`src/rtl/cpu_pkg.sv`:
```
// ============================================================================
// Module : cpu_pkg
// Shared forwarding-select codes, stage shadow record and long-op FSM states.
// Rev    : 1.0 - initial release
// ============================================================================
`default_nettype none

package cpu_pkg;

    localparam logic [1:0] FWD_RF    = 2'd0;
    localparam logic [1:0] FWD_EXMEM = 2'd1;
    localparam logic [1:0] FWD_MEMWB = 2'd2;

    localparam logic [5:0] REG_X0 = 6'd0;

    typedef struct packed {
        logic       valid;
        logic [5:0] rd;
        logic       we;
        logic       is_load;
    } stage_info_t;

    typedef enum logic [0:0] {
        ST_IDLE = 1'b0,
        ST_BUSY = 1'b1
    } long_state_t;

endpackage

`default_nettype wire

```
`src/rtl/fwd_src_match.sv`:
```
// ============================================================================
// Module : fwd_src_match
// Resolves one ID source against the EX and MEM shadows; youngest producer wins.
// Rev    : 1.0 - initial release
// ============================================================================
`default_nettype none

module fwd_src_match
    import cpu_pkg::*;
(
    input  logic [5:0]  src,
    input  stage_info_t ex_info,
    input  stage_info_t mem_info,
    output logic [1:0]  sel
);

    logic w_ex_hit;
    logic w_mem_hit;
    logic unused_load;

    // x0 is hard-wired zero, but f0 (6'd32) is a real register and must match
    assign w_ex_hit  = ex_info.valid  && ex_info.we  && (ex_info.rd  == src) && (src != REG_X0);
    assign w_mem_hit = mem_info.valid && mem_info.we && (mem_info.rd == src) && (src != REG_X0);

    assign unused_load = ex_info.is_load ^ mem_info.is_load;

    always_comb begin
        sel = FWD_RF;
        if (w_ex_hit) begin
            sel = FWD_EXMEM;
        end else if (w_mem_hit) begin
            sel = FWD_MEMWB;
        end
    end

endmodule

`default_nettype wire

```
`src/rtl/fwd_hazard_ctrl.sv`:
```
// ============================================================================
// Module : fwd_hazard_ctrl
// Forwarding select, load-use stall and FDIV/FSQRT hold for the 5-stage pipe.
// Optional counters: define FWD_HAZARD_STATS_EN.
// Rev    : 1.0 - initial release
// ============================================================================
`default_nettype none

module fwd_hazard_ctrl
    import cpu_pkg::*;
#(
    parameter int LONG_LAT = 8,
    parameter int CNT_W    = 4
) (
    input  logic       clk,
    input  logic       rst_n,
    input  logic       id_valid,
    input  logic [5:0] id_rs1,
    input  logic [5:0] id_rs2,
    input  logic [5:0] id_rd,
    input  logic       id_we,
    input  logic       id_is_load,
    input  logic       id_is_long,
    output logic [1:0] fwd_a_sel,
    output logic [1:0] fwd_b_sel,
    output logic       stall_front,
    output logic       bubble_ex,
    output logic       hold_ex,
    output logic       long_busy
`ifdef FWD_HAZARD_STATS_EN
    ,
    output logic [31:0] stat_stall_cycles,
    output logic [31:0] stat_fwd_count
`endif
);

    // WB producers reach EX through the write-first register file, so only
    // EX and MEM need a shadow.
    stage_info_t r_ex;
    stage_info_t r_mem;
    stage_info_t w_id_info;

    logic [1:0]       r_sel_a;
    logic [1:0]       r_sel_b;
    logic [1:0]       w_match_a;
    logic [1:0]       w_match_b;
    logic [1:0]       w_sel_a;
    logic [1:0]       w_sel_b;
    logic             w_load_use;
    logic             w_long_issue;
    long_state_t      r_state;
    long_state_t      w_state_nxt;
    logic [CNT_W-1:0] r_cnt;
    logic [CNT_W-1:0] w_cnt_nxt;

    assign w_id_info = '{valid: id_valid, rd: id_rd, we: id_we, is_load: id_is_load};

    fwd_src_match u_match_a (
        .src      (id_rs1),
        .ex_info  (r_ex),
        .mem_info (r_mem),
        .sel      (w_match_a)
    );

    fwd_src_match u_match_b (
        .src      (id_rs2),
        .ex_info  (r_ex),
        .mem_info (r_mem),
        .sel      (w_match_b)
    );

    assign w_sel_a = id_valid ? w_match_a : FWD_RF;
    assign w_sel_b = id_valid ? w_match_b : FWD_RF;

    always_comb begin
        w_state_nxt  = r_state;
        w_cnt_nxt    = r_cnt;
        long_busy    = (r_state == ST_BUSY);
        hold_ex      = long_busy;
        w_load_use   = id_valid && r_ex.is_load &&
                       ((w_match_a == FWD_EXMEM) || (w_match_b == FWD_EXMEM));
        bubble_ex    = w_load_use && !long_busy;
        stall_front  = long_busy || w_load_use;
        w_long_issue = id_valid && id_is_long && !stall_front;

        case (r_state)
            ST_IDLE: begin
                if (w_long_issue) begin
                    w_state_nxt = ST_BUSY;
                    w_cnt_nxt   = CNT_W'(LONG_LAT - 1);
                end
            end
            ST_BUSY: begin
                // The op stays in EX one more (IDLE) cycle after the count ends
                w_cnt_nxt = r_cnt - CNT_W'(1);
                if (r_cnt == CNT_W'(1)) begin
                    w_state_nxt = ST_IDLE;
                end
            end
            default: begin
                w_state_nxt = ST_IDLE;
                w_cnt_nxt   = '0;
            end
        endcase
    end

    always_ff @(posedge clk or negedge rst_n) begin
        if (!rst_n) begin
            r_state <= ST_IDLE;
            r_cnt   <= '0;
        end else begin
            r_state <= w_state_nxt;
            r_cnt   <= w_cnt_nxt;
        end
    end

    always_ff @(posedge clk or negedge rst_n) begin
        if (!rst_n) begin
            r_ex    <= '0;
            r_mem   <= '0;
            r_sel_a <= FWD_RF;
            r_sel_b <= FWD_RF;
        end else if (hold_ex) begin
            r_mem <= '0;
        end else begin
            r_mem   <= r_ex;
            r_ex    <= bubble_ex ? stage_info_t'('0) : w_id_info;
            r_sel_a <= bubble_ex ? FWD_RF : w_sel_a;
            r_sel_b <= bubble_ex ? FWD_RF : w_sel_b;
        end
    end

    assign fwd_a_sel = r_sel_a;
    assign fwd_b_sel = r_sel_b;

`ifdef FWD_HAZARD_STATS_EN
    logic [31:0] r_stat_stall;
    logic [31:0] r_stat_fwd;
    logic [32:0] w_stall_sum;
    logic [32:0] w_fwd_sum;
    logic [1:0]  w_fwd_inc;

    assign w_fwd_inc   = stall_front ? 2'd0 :
                         ({1'b0, (w_sel_a != FWD_RF)} + {1'b0, (w_sel_b != FWD_RF)});
    assign w_stall_sum = {1'b0, r_stat_stall} + {32'd0, stall_front};
    assign w_fwd_sum   = {1'b0, r_stat_fwd} + {31'd0, w_fwd_inc};

    always_ff @(posedge clk or negedge rst_n) begin
        if (!rst_n) begin
            r_stat_stall <= '0;
            r_stat_fwd   <= '0;
        end else begin
            r_stat_stall <= w_stall_sum[32] ? 32'hFFFF_FFFF : w_stall_sum[31:0];
            r_stat_fwd   <= w_fwd_sum[32]   ? 32'hFFFF_FFFF : w_fwd_sum[31:0];
        end
    end

    assign stat_stall_cycles = r_stat_stall;
    assign stat_fwd_count    = r_stat_fwd;
`endif

endmodule

`default_nettype wire
```
`config.mk`:
```
export PLATFORM = sky130hd
export DESIGN_NAME = fwd_hazard_ctrl
export DESIGN_NICKNAME = d
export VERILOG_FILES = /design/src/rtl/cpu_pkg.sv /design/src/rtl/fwd_src_match.sv /design/src/rtl/fwd_hazard_ctrl.sv
export SDC_FILE = /design/constraint.sdc
export NUM_CORES = 1
export LEC_CHECK = 0
export CAP_MARGIN = 20
export CORE_UTILIZATION = 54
export DETAILED_ROUTE_END_ITERATION = 6
export GPL_TIMING_DRIVEN = 0
export PLACE_DENSITY_LB_ADDON = 0.2
export SYNTH_ARGS = -nofsm -noshare
export SYNTH_HDL_FRONTEND = slang
export SYNTH_HIERARCHICAL = 1
export SYNTH_SLANG_ARGS = --single-unit
export TNS_END_PERCENT = 5
```
`constraint.sdc`:
```
create_clock -name clk -period 5.25 [get_ports clk]
set_input_delay 1.05 -clock clk [delete_from_list [all_inputs] [get_ports clk]]
set_output_delay 1.05 -clock clk [all_outputs]
set_load 0.01 [all_outputs]
```
---- Word level (Yosys, flattened, before mapping) ----
Index checks and enable logic that the tools add are counted.
word-level totals
  flip-flop bits (word level) ............. 26
  input port bits ......................... 24
  output and inout bits ................... 8
  word-level logic and storage cells ...... 57
operators by class
  $add $sub $neg .......................... 1
  equality and inequality tests ........... 8
  multiplexer cells ....................... 15
  bitwise operators ....................... 1
  reduce and logical (&&, ||, !) cells .... 21
operators by type and width
  kind                                                                   count
  6-bit equality test                                                    4
  9-bit two-way mux                                                      2
  2-bit two-way mux                                                      8
  1-bit logical AND                                                      15
  6-bit nonzero test                                                     2
  4-bit one-hot mux with 2 select lines                                  1
  2-bit by 1-bit equality test with 1-bit output, second input constant  2
  4-bit by 1-bit equality test with 1-bit output, second input constant  1
  4-bit two-way mux                                                      1
  4-bit by 1-bit subtractor with 4-bit output, second input constant     1
  1-bit logical NOT                                                      2
  1-bit logical OR                                                       2
  1-bit two-way mux                                                      2
  2-bit != test, second input constant                                   1
  1-bit one-hot mux with 2 select lines                                  1
  1-bit inverter                                                         1

---- Logic depth before layout (Yosys ltp) ----
Gate-level depths: netlist of run 1.
  word-level depth ........................ 13
  mapped depth ............................ 7
  mapped depth without buffers ............ 7

---- Modules after synthesis ----
The synthesis of run 1 kept the hierarchy.
modules (own cells, without submodules)
  module           times used  cells each  area each (µm²)  seq. area each (µm²)
  fwd_hazard_ctrl  1           90          1,154.9          675.6
  fwd_src_match    2           23          171.4            0.0

---- Worst setup path after synthesis of run 1 ----
OpenSTA, ideal clock, no wires.
  path type ............................... input to output
  start point ............................. input port id_rs1[3]
  end point ............................... output port stall_front
  arrival time ............................ 2.639 ns
  data required time ...................... 4.200 ns
  path slack .............................. 1.561 ns
  cell stages on the path ................. 7
  path buffers ............................ 0
  path through ............................ or4_1 > nor3_2 > nor4_1 > nor4_1 > nand2b_4 > a21oi_1 > a21o_1
on the way
  elaborated cells on any way between the ends .. 13
  those cells by class .................... 3 x eq/ne; 2 x mux; 8 x reduce/logical
RTL lines
  element                                           RTL line               source
  start, declared                                   fwd_hazard_ctrl.sv:18  input logic [5:0] id_rs1,
  6-bit equality test                               fwd_src_match.sv:22    assign w_ex_hit = ex_info.valid && ex_info.we && (ex_info.rd == src) && (src != REG_X0);
  1-bit logical AND                                 fwd_src_match.sv:22
  1-bit logical AND *                               fwd_src_match.sv:22
  via u_match_a.w_ex_hit                            fwd_src_match.sv:17    logic w_ex_hit;
  2-bit two-way mux *                               fwd_src_match.sv:29    if (w_ex_hit) begin
  via w_match_a[1]                                  fwd_hazard_ctrl.sv:45  logic [1:0] w_match_a;
  2-bit by 1-bit equality test with 1-bit output *  fwd_hazard_ctrl.sv:81  ((w_match_a == FWD_EXMEM) || (w_match_b == FWD_EXMEM));
  1-bit logical OR *                                fwd_hazard_ctrl.sv:81
  1-bit logical AND *                               fwd_hazard_ctrl.sv:80  w_load_use = id_valid && r_ex.is_load &&
  1-bit logical OR *                                fwd_hazard_ctrl.sv:83  stall_front = long_busy || w_load_use;
  end, declared                                     fwd_hazard_ctrl.sv:26  output logic stall_front,
Mark *: on every way through the listed nets, which the timed path passes. The rest lies on a longest branch.

---- Worst setup path in the final report of run 1 ----
  start point ............................. input port id_rs2[3]
  end point ............................... output port stall_front
on the way
  elaborated cells on any way between the ends .. 13
  those cells by class .................... 3 x eq/ne; 2 x mux; 8 x reduce/logical
RTL lines
  element                                           RTL line               source
  start, declared                                   fwd_hazard_ctrl.sv:19  input logic [5:0] id_rs2,
  6-bit equality test                               fwd_src_match.sv:22
  1-bit logical AND                                 fwd_src_match.sv:22
  1-bit logical AND *                               fwd_src_match.sv:22
  via u_match_b.w_ex_hit                            fwd_src_match.sv:17
  2-bit two-way mux *                               fwd_src_match.sv:29
  via w_match_b[1]                                  fwd_hazard_ctrl.sv:46  logic [1:0] w_match_b;
  2-bit by 1-bit equality test with 1-bit output *  fwd_hazard_ctrl.sv:81
  1-bit logical OR *                                fwd_hazard_ctrl.sv:81
  1-bit logical AND *                               fwd_hazard_ctrl.sv:80
  1-bit logical OR *                                fwd_hazard_ctrl.sv:83
Marked as above.

==> reports/metrics.yaml, run 1 <==
clock_network:
  cts_tree: "built"
  cts_max_level: 1
  postCtsHoldBufs: 0
  numClockSinks: 26
  cts_resized: 0
  cts.clk_slew.worst_paths_ns: 0.13
  insertion_delay_ns: 0.32
  clockBufferDepth: 2
  cts_setup_buffers: 0
  clockRootBuffer: "clkbuf_4"
  numCtsBuffers: 3
critical_path:
  path_class: "input pin to output pin"
  critical_path.endpoint_type: "output pin"
  slowest_delay_ns: 0.56
  cp_cell_sequence: "clkdlybuf4s50_1 -> or4_1 -> nor3_2 -> nor4_1 -> nor4_1 -> nand2b_4 -> a21oi_1 -> a21o_1 -> clkdlybuf4s50_1"
  required_ns: 4.20
  cp_max_fo: 5
  cp.arrival_ns: 3.81
  crit_path_start_kind: "input pin"
  path_delay_family: "simple AND/OR/NAND/NOR gates"
  critPathBufInv: 2
  slowest_stage: "or4_1"
global_route:
  grt_antenna_before_repair: 0
  grt.overflow.total: 0
  grt_pass1_vias: 1063
  grt_pass1_wl_mm: 4.64
  track_usage: 0.231
  grt_max_degree: 22
timing:
  fmax_ghz: 0.206
  drv_slew: 0
  worst_pin_slew_ns: 0.477
  hold_slack_ns: 0.510
  finalSetupViolCount: 0
  max_slew_margin: 0.681
  finalCritPeriodShare: 0.926
  rsz0062_at_grt: "false"
  layout_min_cycle_time_ns: 4.86
  fin_setup_tns_ns: 0
  finClkSkew_ns: 0.0107
  hold_viol_final: 0
layout:
  design_area_um2: 1870
  fin_nets: 197
  multiInputGateArea_um2: 764
  antennaDiodeCount: 0
  area_growth_pct: 27.1
  final_layout_size_suffix_gt1_frac: 0.107
  num-fill-cells: 185
  regArea_um2: 651
  layout.cells.non_filler: 199
die:
  ios: 32
  row_count: 18
  start_util: 0.582
  die_area_um2: 2930
  die_width_um: 54.2
  die_y_um: 54.2
  core_um2: 2520
drt:
  ant_nets: 0
  wl_mm: 2.92
  via_count: 1067
  wire_per_inst_um: 14.6
  drc: 0
  dr.first_iter.drc_count: 15
  via_per_inst: 5.36
  dr.pass1.iters: 4
placement:
  port_buffers: 31
  hpwl_mm: 2.38
  dp_cells: 196
  placed_cell_area_um2: 1840
  gp_congestion: 0.809
pwr:
  power_density_nw_per_um2: 443
  power.ir.vdd_worst_mv: 0.348
  leakagePower_nw: 0.784
synthesis:
  syn_avg_cell_area_um2: 11.0
  syn_area_um2: 1470
  synth_nets: 160
  netlist_instances: 134
  yosys_warnings: 6
min_path:
  hold_path.class: "register to register"
outcome:
  outcome: "finished clean"
job:
  maxCapViolCount: 0
-- state kept, by name, indices dropped and copies added (netlist names) --
signal	count
r_ex	9
r_mem	8
fwd_a_sel	2
r_cnt	4
fwd_b_sel	2
hold_ex	1
-- layout make-up --
type,count,area share
buffer,6,0.0228
timing repair buffer,32,0.181
tap,30,0.0201
multi-input combinational,99,0.410
clock buffer,3,0.0121
sequential,26,0.349
inverter,3,0.00603
-- placed cells by master, fill, tap and decap left out, drive strengths merged, types with 2 or more instances in the layout --
cell,n
ha,2
or4,2
a211oi,2
mux2i,8
nand4,2
xnor2,21
a21o,2
buf,7
clkbuf,3
nand2,5
nor2,12
clkdlybuf4s50,31
dfrtp,26
nand2b,3
nor4,4
o21ai,2
nor2b,8
nor3,2
inv,3
nand3,6
a32o,4
xor2,5
-- worst register-to-register path, stage by stage (launching register included) --
cell and delay (ns):
dfrtp_1 0.46, xnor2_1 0.19, nand3_1 0.09, nor4_1 0.43, nor4_1 0.15, nand2b_4 0.19, a211oi_4 0.45, nor2_1 0.11
-- final timing paths --
kind	from	to	slack, ns	depth (start not counted)
max in group asynchronous	rst_n	r_ex[6]	3.81	2
min in group asynchronous	rst_n	fwd_a_sel[0]	1.00	1
hold / removal	fwd_a_sel[1]	fwd_a_sel[1]	0.51	1
setup / recovery	id_rs2[3]	stall_front	0.39	9
hold reg to reg	fwd_a_sel[1]	fwd_a_sel[1]	0.51	1
setup reg to reg	r_ex[4]	r_ex[6]	3.07	7
-- metrics by stage --
step | power [W] | setup WS, ns | utilization
after floorplan | 0.000632 | 1.56 | -
after global placement | 0.000726 | 0.407 | 0.720
after detailed placement | 0.000752 | 0.362 | 0.731
after CTS | 0.000833 | 0.360 | 0.740
after global routing | 0.000889 | 0.247 | 0.740
final | 0.000827 | 0.390 | 0.740
-- layer usage --
layer	track usage	wire length, µm
met5	0	0
met4	0.0641	25
met3	0.0339	98
met2	0.407	1500
met1	0.291	1300
-- report_power, final --
part | internal (W) | total (W) | switching (W)
clock | 0.0000268 | 0.0000817 | 0.0000548
sequential | 0.000281 | 0.000375 | 0.0000939
combinational | 0.000210 | 0.000371 | 0.000161
Note: power is estimated with default switching activity, not from simulation.
==> run 2, diff against run 1 <==
- GPL_TIMING_DRIVEN: 0 -> not set
==> run 2 against run 1 <==
Hold slack improved by 0.00067 ns; worst setup slack improved by 0.038 ns; register-to-register slack improved by 0.03 ns; largest power group unchanged.
==> reports/metrics.yaml, run 2 (synthesized netlist as in run 1, its figures left out) <==
timing:
  worst_pin_slew_ns: 0.686  # was 0.477 ns
  fin_setup_tns_ns: 0  # unchanged
  hold_viol_final: 0  # unchanged
  finalCritPeriodShare: 0.918  # was 0.926
  drv_slew: 0  # unchanged
  fmax_ghz: 0.207  # was 0.206 GHz
  finClkSkew_ns: 0.0146  # was 0.0107 ns
  rsz0062_at_grt: "false"  # unchanged
  finalSetupViolCount: 0  # unchanged
  max_slew_margin: 0.541  # was 0.681
  timing.final.ws_setup_ns: 0.428  # was 0.390 ns
  layout_min_cycle_time_ns: 4.82  # was 4.86 ns
layout:
  final_cell_mix: "clkdlybuf4s50_1 (31), dfrtp_1 (26), xnor2_1 (21)"  # unchanged
  reg_top3: "r_ex x9, r_mem x8, r_cnt x4"  # unchanged
  layout.cells.non_filler: 197  # was 199
  antennaDiodeCount: 0  # unchanged
  final_layout_size_suffix_gt1_frac: 0.0958  # was 0.107
  area_growth_pct: 26.9  # was 27.1%
  multiInputGateArea_um2: 764  # unchanged
  largest_reg_flops: 9  # unchanged
  largest_register: "r_ex"  # unchanged
  num-fill-cells: 186  # was 185
  layout.cells.most_common: "clkdlybuf4s50_1"  # unchanged
  fin_nets: 194  # was 197
  regArea_um2: 651  # unchanged
global_route:
  grt.overflow.total: 0  # unchanged
  grt_pass1_wl_mm: 4.64  # about the same
  grt_antenna_before_repair: 0  # unchanged
  grt_pass1_vias: 1032  # was 1063
  track_usage: 0.229  # was 0.231
  grt_max_degree: 34  # was 22
critical_path:
  path_delay_family: "simple AND/OR/NAND/NOR gates"  # unchanged
  required_ns: 4.20  # about the same
  cp.arrival_ns: 3.77  # was 3.81 ns
  critical_path.endpoint_type: "output pin"  # unchanged
  cp_max_fo: 5  # unchanged
  setup.worst_path.start: "id_rs2[3]"  # unchanged
  rr_startpoint: "r_ex[2]"  # was r_ex[4]
  slowest_stage: "or4_1"  # unchanged
  path_class: "input pin to output pin"  # unchanged
  cp_cell_sequence: "clkdlybuf4s50_1 -> or4_1 -> nor3_2 -> nor4_1 -> nor4_1 -> nand2b_4 -> a21oi_1 -> a21o_1 -> clkdlybuf4s50_1"  # unchanged
  crit_path_start_kind: "input pin"  # unchanged
  slowest_delay_ns: 0.57  # was 0.56 ns
  critPathBufInv: 2  # unchanged
clock_network:
  numClockSinks: 26  # unchanged
  cts.clk_slew.worst_paths_ns: 0.14  # was 0.13 ns
  cts_tree: "built"  # unchanged
  numCtsBuffers: 3  # unchanged
  cts_max_level: 1  # unchanged
  clockRootBuffer: "clkbuf_4"  # unchanged
  insertion_delay_ns: 0.33  # was 0.32 ns
  postCtsHoldBufs: 0  # unchanged
  cts_resized: 0  # unchanged
  clockBufferDepth: 2  # unchanged
  cts_setup_buffers: 0  # unchanged
die:
  core_um2: 2520  # unchanged
  die_y_um: 54.2  # unchanged
  ios: 32  # unchanged
  row_count: 18  # unchanged
  die_area_um2: 2930  # unchanged
  start_util: 0.582  # unchanged
  die_width_um: 54.2  # unchanged
pwr:
  power.total_w: 0.000873  # was 0.000827 W
  leakagePower_nw: 0.780  # was 0.784 nW
  power_density_nw_per_um2: 469  # was 443 nW/µm²
  power.ir.vdd_worst_mv: 0.369  # was 0.348 mV
min_path:
  hp-start: "fwd_a_sel[1]"  # unchanged
  hold_path.class: "register to register"  # unchanged
placement:
  gp_congestion: 0.858  # was 0.809
  dp_cells: 192  # was 196
  port_buffers: 31  # unchanged
  dp_slack_ns: 0.455  # was 0.362 ns
  hpwl_mm: 2.29  # was 2.38 mm
drt:
  ant_nets: 0  # unchanged
  drc: 0  # unchanged
  wl_mm: 2.97  # was 2.92 mm
  via_per_inst: 5.53  # was 5.36
  via_count: 1090  # was 1067
  dr.pass1.iters: 4  # unchanged
  wire_per_inst_um: 15.1  # was 14.6 µm
  dr.first_iter.drc_count: 27  # was 15
job:
  maxCapViolCount: 0  # unchanged
outcome:
  outcome: "finished clean"  # unchanged
-- run 2: cell types whose count changed in the layout (fill, tap and decap cells not counted) --
cell,previous run,this run
buf_2,1,0
buf_16,1,0
buf_4,5,3
bufinv_16,0,1
buf_8,0,1
-- run 2: power breakdown --
group / internal [W] / total (W) / leakage, nW / switching (W)
combinational: 0.000198 / 0.000368 / 0.428 / 0.000170
sequential: 0.000281 / 0.000370 / 0.324 / 0.0000892
clock: 0.0000773 / 0.000135 / 0.0279 / 0.0000582
-- run 2: metal layers --
| layer | up-vias | routed length [µm] | track usage |
|---|---|---|---|
| met5 | - | 0 | 0 |
| met4 | 0 | 58 | 0.0641 |
| met3 | 6 | 132 | 0.0424 |
| met2 | 28 | 1470 | 0.360 |
| met1 | 528 | 1310 | 0.320 |
| li1 | 528 | - | - |
-- run 2: layout make-up --
cell class,count,share of cell area
clock inverter,1,0.0161
multi-input combinational,99,0.410
tap,30,0.0201
inverter,3,0.00604
timing repair buffer,35,0.187
clock buffer,3,0.0121
sequential,26,0.349
-- run 2: final timing paths --
kind	to	slack [ns]	cells after the start
min	fwd_a_sel[1]	0.51	1
min in group asynchronous	r_mem[8]	1.11	1
max	stall_front	0.43	9
max in group asynchronous	r_ex[2]	3.60	2
max reg2reg	r_ex[7]	3.10	7
min reg2reg	fwd_a_sel[1]	0.51	1
-- run 2: metrics by stage --
stage	instance area [µm²]	util	hold WS [ns]
6_report	1860	0.739	0.511
4_1_cts	1850	0.733	0.517
2_1_floorplan	1470	-	0.490
3_5_place_dp	1800	0.712	0.485
3_3_place_gp	1800	0.712	0.474
5_1_grt	1860	0.739	0.525
==> run 3, diff against run 2 <==
- SETUP_SLACK_MARGIN: not set -> 0.05
==> results of run 3 <==
No change in the layout: final DEF, timing and power equal those of run 2.
